`src/rtl/pursuit_job_sequencer_pkg.sv`:
```
// -----------------------------------------------------------------------------
// pursuit_job_sequencer_pkg
//   Shared types and constants for the pursuit job sequencer and the rest of
//   the pursuit chip.
//   - fp_32_t             : raw 32-bit floating-point word moved over the RAM bus
//   - *_ADDR_WIDTH        : chip-level RAM address widths (ADDR_WIDTH defaults)
//   - pursuit_job_state_t : sequencer FSM states
//   - count_width()       : width of a counter that must reach max(a, b)
// -----------------------------------------------------------------------------
package pursuit_job_sequencer_pkg;

    typedef logic [31:0] fp_32_t;

    localparam int DICT_ADDR_WIDTH   = 8;
    localparam int Y_ADDR_WIDTH      = 8;
    localparam int RESULT_ADDR_WIDTH = 8;

    typedef enum logic [2:0] {
        ST_IDLE,
        ST_LOAD,
        ST_KICK,
        ST_WAIT_DONE,
        ST_FETCH,
        ST_CAPTURE,
        ST_PRESENT
    } pursuit_job_state_t;

    // Counters must be able to hold the terminal count itself, hence the +1.
    function automatic int count_width(input int a, input int b);
        int m;
        m = (a > b) ? a : b;
        return $clog2(m + 1);
    endfunction

endpackage

```
`src/rtl/pursuit_job_sequencer_timer.sv`:
```
// -----------------------------------------------------------------------------
// pursuit_wait_timer
//   Down-counter bounding how long the sequencer waits for the processor.
//   Only built when PURSUIT_JOB_SEQUENCER_TIMEOUT_EN is defined.
//   Ports:
//     clock, resetN : clock and asynchronous active-low reset
//     load          : preload CYCLES-1 (one cycle before the wait starts)
//     clear         : force the count to zero
//     enable        : count down by one, saturating at zero
//     terminal      : count is zero; in the wait state this marks the
//                     CYCLES-th wait cycle
// -----------------------------------------------------------------------------
`ifdef PURSUIT_JOB_SEQUENCER_TIMEOUT_EN
module pursuit_wait_timer #(
    parameter int CYCLES = 1024
) (
    input  logic clock,
    input  logic resetN,
    input  logic load,
    input  logic clear,
    input  logic enable,
    output logic terminal
);

    localparam int W = (CYCLES > 1) ? $clog2(CYCLES) : 1;

    logic [W-1:0] count;

    always_ff @(posedge clock or negedge resetN) begin
        if (!resetN) begin
            count <= '0;
        end else if (clear) begin
            count <= '0;
        end else if (load) begin
            count <= W'(CYCLES - 1);
        end else if (enable && (count != '0)) begin
            count <= count - 1'b1;
        end
    end

    assign terminal = (count == '0);

endmodule
`endif

```
`src/rtl/pursuit_job_sequencer.sv`:
```
// -----------------------------------------------------------------------------
// pursuit_job_sequencer
//   Host-side initiator for one matching-pursuit job: streams LOAD_COUNT words
//   into the load RAM, pulses proc_start, waits for proc_done, then reads
//   UNLOAD_COUNT result words back and streams them to the host.
//   Optional macro PURSUIT_JOB_SEQUENCER_TIMEOUT_EN bounds the processor wait
//   to TIMEOUT_CYCLES and reports expiry on the sticky timeout flag.
//   Ports:
//     clock, resetN                      : clock, async active-low reset
//     go, busy                           : job request / job in progress
//     in_valid, in_ready, in_data        : load stream from host
//     ram_write_enable/addr/data         : load RAM write port (registered)
//     ram_read_addr, ram_read_data       : result RAM read port (1-cycle read)
//     proc_start, proc_done              : processor start/done handshake
//     out_valid, out_ready, out_data,
//     out_last                           : result stream to host
//     job_done                           : one-cycle end-of-job pulse
//     timeout                            : sticky processor-timeout flag
// -----------------------------------------------------------------------------
module pursuit_job_sequencer
    import pursuit_job_sequencer_pkg::*;
#(
    parameter int DATA_WIDTH     = $bits(fp_32_t),
    parameter int ADDR_WIDTH     = DICT_ADDR_WIDTH,
    parameter int LOAD_COUNT     = 64,
    parameter int UNLOAD_COUNT   = 16,
    parameter int TIMEOUT_CYCLES = 1024
) (
    input  logic                  clock,
    input  logic                  resetN,
    input  logic                  go,
    output logic                  busy,
    input  logic                  in_valid,
    output logic                  in_ready,
    input  logic [DATA_WIDTH-1:0] in_data,
    output logic                  ram_write_enable,
    output logic [ADDR_WIDTH-1:0] ram_write_addr,
    output logic [DATA_WIDTH-1:0] ram_write_data,
    output logic [ADDR_WIDTH-1:0] ram_read_addr,
    input  logic [DATA_WIDTH-1:0] ram_read_data,
    output logic                  proc_start,
    input  logic                  proc_done,
    output logic                  out_valid,
    input  logic                  out_ready,
    output logic [DATA_WIDTH-1:0] out_data,
    output logic                  out_last,
    output logic                  job_done,
    output logic                  timeout
);

    localparam int CNT_WIDTH = count_width(LOAD_COUNT, UNLOAD_COUNT);
    localparam logic [CNT_WIDTH-1:0] LOAD_LAST   = CNT_WIDTH'(LOAD_COUNT - 1);
    localparam logic [CNT_WIDTH-1:0] UNLOAD_LAST = CNT_WIDTH'(UNLOAD_COUNT - 1);

    pursuit_job_state_t state, state_next;

    logic [CNT_WIDTH-1:0] wr_cnt;
    logic [CNT_WIDTH-1:0] rd_cnt;
    logic                 go_accept;
    logic                 load_accept;
    logic                 out_handshake;
    logic                 timeout_hit;

    assign busy          = (state != ST_IDLE);
    assign in_ready      = (state == ST_LOAD);
    assign go_accept     = (state == ST_IDLE) && go;
    assign load_accept   = in_valid && in_ready;
    assign out_handshake = (state == ST_PRESENT) && out_ready;
    assign ram_read_addr = ADDR_WIDTH'(rd_cnt);

`ifdef PURSUIT_JOB_SEQUENCER_TIMEOUT_EN
    logic timer_terminal;
    logic timeout_q;

    // Preloaded in KICK so the first WAIT_DONE cycle sees TIMEOUT_CYCLES-1;
    // terminal then marks the TIMEOUT_CYCLES-th wait cycle.
    pursuit_wait_timer #(
        .CYCLES(TIMEOUT_CYCLES)
    ) u_wait_timer (
        .clock   (clock),
        .resetN  (resetN),
        .load    (state == ST_KICK),
        .clear   (go_accept),
        .enable  (state == ST_WAIT_DONE),
        .terminal(timer_terminal)
    );

    // A done arriving in the very last wait cycle still wins over the timeout.
    assign timeout_hit = (state == ST_WAIT_DONE) && timer_terminal && !proc_done;

    always_ff @(posedge clock or negedge resetN) begin
        if (!resetN) begin
            timeout_q <= 1'b0;
        end else if (go_accept) begin
            timeout_q <= 1'b0;
        end else if (timeout_hit) begin
            timeout_q <= 1'b1;
        end
    end

    assign timeout = timeout_q;
`else
    assign timeout_hit = 1'b0;
    assign timeout     = 1'b0;
`endif

    // NOTE: state and all other flops use non-blocking assignments so every
    // register samples pre-edge values regardless of process ordering.
    always_ff @(posedge clock or negedge resetN) begin
        if (!resetN) begin
            state <= ST_IDLE;
        end else begin
            state <= state_next;
        end
    end

    // NOTE: state_next gets its default before the case so no path leaves it
    // unassigned, which would otherwise infer a latch.
    always_comb begin
        state_next = state;
        case (state)
            ST_IDLE:      if (go) state_next = ST_LOAD;
            ST_LOAD:      if (load_accept && (wr_cnt == LOAD_LAST)) state_next = ST_KICK;
            ST_KICK:      state_next = ST_WAIT_DONE;
            ST_WAIT_DONE: begin
                if (proc_done)        state_next = ST_FETCH;
                else if (timeout_hit) state_next = ST_IDLE;
            end
            ST_FETCH:     state_next = ST_CAPTURE;
            ST_CAPTURE:   state_next = ST_PRESENT;
            ST_PRESENT:   if (out_ready) state_next = out_last ? ST_IDLE : ST_FETCH;
            default:      state_next = ST_IDLE;
        endcase
    end

    // Registered outputs and counters. Pulses default low each cycle; the
    // output word register holds its value through PRESENT backpressure.
    always_ff @(posedge clock or negedge resetN) begin
        if (!resetN) begin
            wr_cnt           <= '0;
            rd_cnt           <= '0;
            ram_write_enable <= 1'b0;
            ram_write_addr   <= '0;
            ram_write_data   <= '0;
            proc_start       <= 1'b0;
            out_valid        <= 1'b0;
            out_data         <= '0;
            out_last         <= 1'b0;
            job_done         <= 1'b0;
        end else begin
            ram_write_enable <= 1'b0;
            proc_start       <= 1'b0;
            job_done         <= 1'b0;

            if (go_accept) begin
                wr_cnt <= '0;
                rd_cnt <= '0;
            end

            if (load_accept) begin
                ram_write_enable <= 1'b1;
                ram_write_addr   <= ADDR_WIDTH'(wr_cnt);
                ram_write_data   <= in_data;
                wr_cnt           <= wr_cnt + 1'b1;
            end

            // Registered from KICK so the final load write (issued the cycle
            // after the last acceptance) commits before the processor starts.
            if (state == ST_KICK) begin
                proc_start <= 1'b1;
            end

            if (timeout_hit) begin
                job_done <= 1'b1;
            end

            if (state == ST_CAPTURE) begin
                out_data  <= ram_read_data;
                out_valid <= 1'b1;
                out_last  <= (rd_cnt == UNLOAD_LAST);
            end

            if (out_handshake) begin
                out_valid <= 1'b0;
                rd_cnt    <= rd_cnt + 1'b1;
                if (out_last) begin
                    job_done <= 1'b1;
                end
            end
        end
    end

endmodule

```
`config.mk`:
```
export PLATFORM = sky130hd
export DESIGN_NAME = pursuit_job_sequencer
export DESIGN_NICKNAME = d
export VERILOG_FILES = /design/src/rtl/pursuit_job_sequencer_pkg.sv /design/src/rtl/pursuit_job_sequencer_timer.sv /design/src/rtl/pursuit_job_sequencer.sv
export SDC_FILE = /design/constraint.sdc
export NUM_CORES = 1
export LEC_CHECK = 0
export CAP_MARGIN = 10
export CELL_PAD_IN_SITES_DETAIL_PLACEMENT = 2
export CELL_PAD_IN_SITES_GLOBAL_PLACEMENT = 2
export CORE_ASPECT_RATIO = 0.75
export CORE_UTILIZATION = 27
export DETAILED_ROUTE_END_ITERATION = 7
export PLACE_DENSITY = 0.85
export SYNTH_ARGS = -nofsm -noshare
export SYNTH_HDL_FRONTEND = slang
export SYNTH_SLANG_ARGS = --single-unit
```
`constraint.sdc`:
```
create_clock -name clock -period 3.2 [get_ports clock]
set_input_delay 0.48 -clock clock [delete_from_list [all_inputs] [get_ports clock]]
set_output_delay 0.48 -clock clock [all_outputs]
set_load 0.01 [all_outputs]
```
==> tab_implementation.tex <==
\begin{tabular}{lr}
\hline
Metric & Value \\
\hline
\multicolumn{2}{l}{\textbf{Route}} \\
\quad Drt first-iter violations & 164 \\
\quad Total via count in the routed design & 3,103 \\
\quad Via count normalized by instance count & 4.631 \\
\quad Per-cell routed wire length & 17.79 microns \\
\quad Pre-Repair DR Iteration Count & 6 \\
\quad DRC violation count after routing & 22 \\
\quad Number of nets with antenna violations after routing & 0 \\
\quad Final wirelength & 11,920 microns \\
\multicolumn{2}{l}{\textbf{Yosys}} \\
\quad Async S/R FF share, synth & 1.000 \\
\quad Post-synth design cell area & 3756 sq um \\
\quad Number of storage elements in the synthesis netlist & 93 \\
\quad Area share of fa/ha/maj cells after synthesis & 0.006662 \\
\quad Leading register cell type out of synthesis & dfrtp\_1 \\
\quad Total of warnings raised by yosys & 0 \\
\quad Top cells by area in the synthesized netlist & dfrtp\_1 (62\%), nand2\_1 (13\%), mux2\_2 (10\%) \\
\quad Area fraction of the dominant cell type after synthesis & 0.6196 \\
\quad Portion of the post-synthesis area used by sequential elements & 0.6196 \\
\quad Post-synth EDFFs & 0 \\
\quad Simple-gate portion of the synthesized area & 0.1939 \\
\quad Portion of netlist area occupied by mux cells & 0.1236 \\
\quad Parity-gate share of the synthesized area counting xor and xnor cells & 0 \\
\quad Count of unique library cells instantiated by Yosys & 37 \\
\quad Share of the synthesized area in compound gates (AO/OA/AOI/OAI) & 0.02498 \\
\quad Mean cell area of the mapped netlist & 10.86 sq um \\
\quad Main combinational cell family by area after synthesis & simple AND/OR/NAND/NOR gates \\
\quad Library cell with the largest summed area after synthesis & dfrtp\_1 \\
\quad Cells after Synth & 346 \\
\multicolumn{2}{l}{\textbf{Power}} \\
\quad Cell leakage power & 2.614 nW \\
\quad Maximum resistive drop on vdd & 0.3231 mV \\
\quad Total power per unit cell area & 915.2 nW/um\^{}2 \\
\multicolumn{2}{l}{\textbf{Die}} \\
\quad Die footprint & 14,390 sq um \\
\quad Total number of placement rows & 36 \\
\quad Top-Level Pins & 158 \\
\quad Chip height & 104.1 microns \\
\quad Floorplan Core Area & 13,290 sq um \\
\quad Die width & 138.2 microns \\
\quad Starting Density & 0.2827 \\
\multicolumn{2}{l}{\textbf{Global routing}} \\
\quad Met3 track demand over resource & 0.06308 \\
\quad Busiest layer in global routing & met2 \\
\quad First-pass GRT wire length & 19,270 microns \\
\quad Vias in the first global route & 3,539 \\
\quad Fraction of met1 tracks used by global routing & 0.2044 \\
\quad Fraction of met2 tracks used by global routing & 0.2959 \\
\quad Global-route congestion overflow total & 0 \\
\quad GRT Total Usage & 0.1741 \\
\quad Number of antenna violations at the first check in global routing & 0 \\
\quad Pin count of the biggest net entering global routing & 94 \\
\multicolumn{2}{l}{\textbf{Critical path}} \\
\quad Endpoint kind of the worst setup timing path & output pin \\
\quad Stage delay of the slowest cell on the critical path & 0.55 ns \\
\quad Critical Path AT & 1.86 ns \\
\quad Cell with the largest stage delay on the worst path & dfrtp\_1 \\
\quad Cell chain of the critical path & or3\_1, clkdlybuf4s50\_1 \\
\quad Reg2reg end & out\_data[17] \\
\quad Required arrival time at the worst endpoint & 2.72 ns \\
\quad Critical path's top delay family & flip-flops \\
\quad Count of buffer and inverter cells on the critical path & 1 \\
\quad Crit Path Category & reg -> out \\
\quad Reg-to-reg critical path startpoint & state[0] \\
\quad Worst Setup Start Kind & register \\
\quad Worst setup slack for register-to-register paths & 0.99 ns \\
\quad Crit Path Max Fanout & 15 \\
\quad R2r worst-path depth & 3 \\
\multicolumn{2}{l}{\textbf{Final layout}} \\
\quad Area of all sequential standard cells & 2327 sq um \\
\quad Multi-input combinational cell area & 1328 sq um \\
\quad Net count, final & 568 \\
\quad Fill cell instance count of the final layout & 1,394 \\
\quad N\_diodes & 0 \\
\quad Layout cells sized above 1 & 0.1082 \\
\quad Signed area change from the synthesized netlist to the final layout & 53.13\% \\
\multicolumn{2}{l}{\textbf{CTS}} \\
\quad Post-CTS setup repair buffer count & 0 \\
\quad CTS H-tree depth & 3 \\
\quad TritonCTS sink count & 93 \\
\quad Post-cts resize count & 0 \\
\quad CTS Root Cell & clkbuf\_16 \\
\quad Count of hold buffers inserted by post-cts repair & 0 \\
\quad Num CTS Buffers & 9 \\
\quad Worst skew pair latency & 0.34 ns \\
\quad Post-CTS clock slew at the launch and capture registers of the worst setup and hold paths & 0.06 ns \\
\quad Maximum count of clock buffers along a single path & 2 \\
\quad Clock tree from TritonCTS & yes \\
\multicolumn{2}{l}{\textbf{Status}} \\
\quad Status & finished, violations left \\
\quad Violated checks & DRC \\
\multicolumn{2}{l}{\textbf{STA}} \\
\quad Worst Max-Slew Pin Slew & 0.8961 ns \\
\quad Finish-stage setup viols & 0 \\
\quad Maximum clock frequency & 0.4268 GHz \\
\quad Final Hold Viols & 0 \\
\quad Time the final worst path needs with I/O delays and setup & 2.343 ns \\
\quad Setup slack of the critical path after layout & 0.8571 ns \\
\quad Sum of negative setup slack & 0 ns \\
\quad Max-slew headroom & 0.4008 \\
\quad Part of the cycle the worst path needs & 0.7322 \\
\quad Unrepaired setup endpoints after global routing & false \\
\quad Max-slew violation total from the final report & 0 \\
\quad Final worst clock skew & 0.004915 ns \\
\multicolumn{2}{l}{\textbf{Run}} \\
\quad Number of maximum-capacitance violations & 0 \\
\multicolumn{2}{l}{\textbf{Placed design}} \\
\quad Dpl hpwl & 8641 microns \\
\quad Number of buffers added on ports & 154 \\
\quad Placer's final routability congestion estimate & 0.7153 \\
\quad Worst setup slack after placement & 0.9085 ns \\
\multicolumn{2}{l}{\textbf{Hold path}} \\
\quad Worst Hold Class & in -> async \\
\hline
\end{tabular}
==> sequential cells by signal, indices dropped and copies added (netlist names) <==
signal,cells
job_done,1
out_data,32
out_last,1
out_valid,1
proc_start,1
ram_write_addr,7
ram_write_data,32
ram_write_enable,1
rd_cnt,7
state,3
wr_cnt,7
==> layout by cell type (no fill, tap or decap), types with 3 or more instances in the layout <==
cell type | synthesis | routed
clkbuf_16 | 0 | 9
nand2_1 | 135 | 135
mux2_2 | 35 | 35
dfrtp_1 | 93 | 93
and2_1 | 3 | 3
nand4_1 | 3 | 3
mux2i_1 | 7 | 7
buf_4 | 3 | 3
nor2_1 | 3 | 3
o21ai_0 | 7 | 7
nand3_1 | 10 | 10
clkdlybuf4s50_1 | 0 | 153
nor3_1 | 3 | 3
conb_1 | 1 | 3
==> final cells by class <==
| cell class | count | area share |
|---|---|---|
| Tap cell | 171 | 0.03720 |
| Timing Repair Buffer | 158 | 0.2771 |
| Multi-Input combinational cell | 232 | 0.2308 |
| Clock buffer | 12 | 0.04285 |
| Sequential cell | 93 | 0.4046 |
| Inverter | 2 | 0.001305 |
| Clock inverter | 2 | 0.006091 |
==> synth_stat cells (all sizes together), types with 2 or more instances <==
cell / instances
inv: 2
mux2i: 7
buf: 14
or4: 2
and2: 3
nor3: 3
nand4: 3
clkbuf: 7
a21oi: 2
o21ai: 7
nor2: 3
mux2: 35
dfrtp: 93
nand3: 10
nand2: 135
a21o: 2
ha: 2
==> how the worst max path moves through the flow <==
stage | start | to | depth (start not counted)
global placement | go | rd_cnt[4] | 4
floorplan | state[2] | rd_cnt[4] | 4
global route | state[0] | busy | 2
detailed placement | go | rd_cnt[4] | 4
CTS | state[0] | busy | 2
finish | state[0] | busy | 2
==> logic make-up after synthesis <==
family | after synthesis
buffers and inverters | 23
adder cells (fa/ha/maj) | 2
other | 1
AND/OR/NAND/NOR | 170
flip-flops | 93
AO/OA/AOI/OAI | 15
multiplexers | 42
==> power breakdown <==
group,leakage [nW],internal [mW],switching (mW)
Sequential,1.16,1.65,0.335
Combinational,1.32,1.25,0.974
Clock,0.139,0.618,0.434
Total,2.61,3.52,1.74
==> routing by layer <==
metal | wire length (microns) | up-vias
met3 | 967 | 8
met4 | 136 | 0
li1 | - | 1430
met1 | 5067 | 1552
met5 | 0 | -
met2 | 5746 | 113
==> metrics by stage <==
step	total power [mW]	hold WS, ns	util	instance area, sq um	instances
2_1_floorplan	2.928	0.1844	-	3764	348
3_3_place_gp	4.113	0.4570	0.4117	5470	656
3_5_place_dp	4.272	0.4661	0.4117	5470	656
4_1_cts	5.376	0.2067	0.4329	5752	670
5_1_grt	5.602	0.2294	0.4329	5752	670
6_report	5.264	0.1777	0.4329	5752	670
Note: power is estimated with default switching activity, not from simulation.
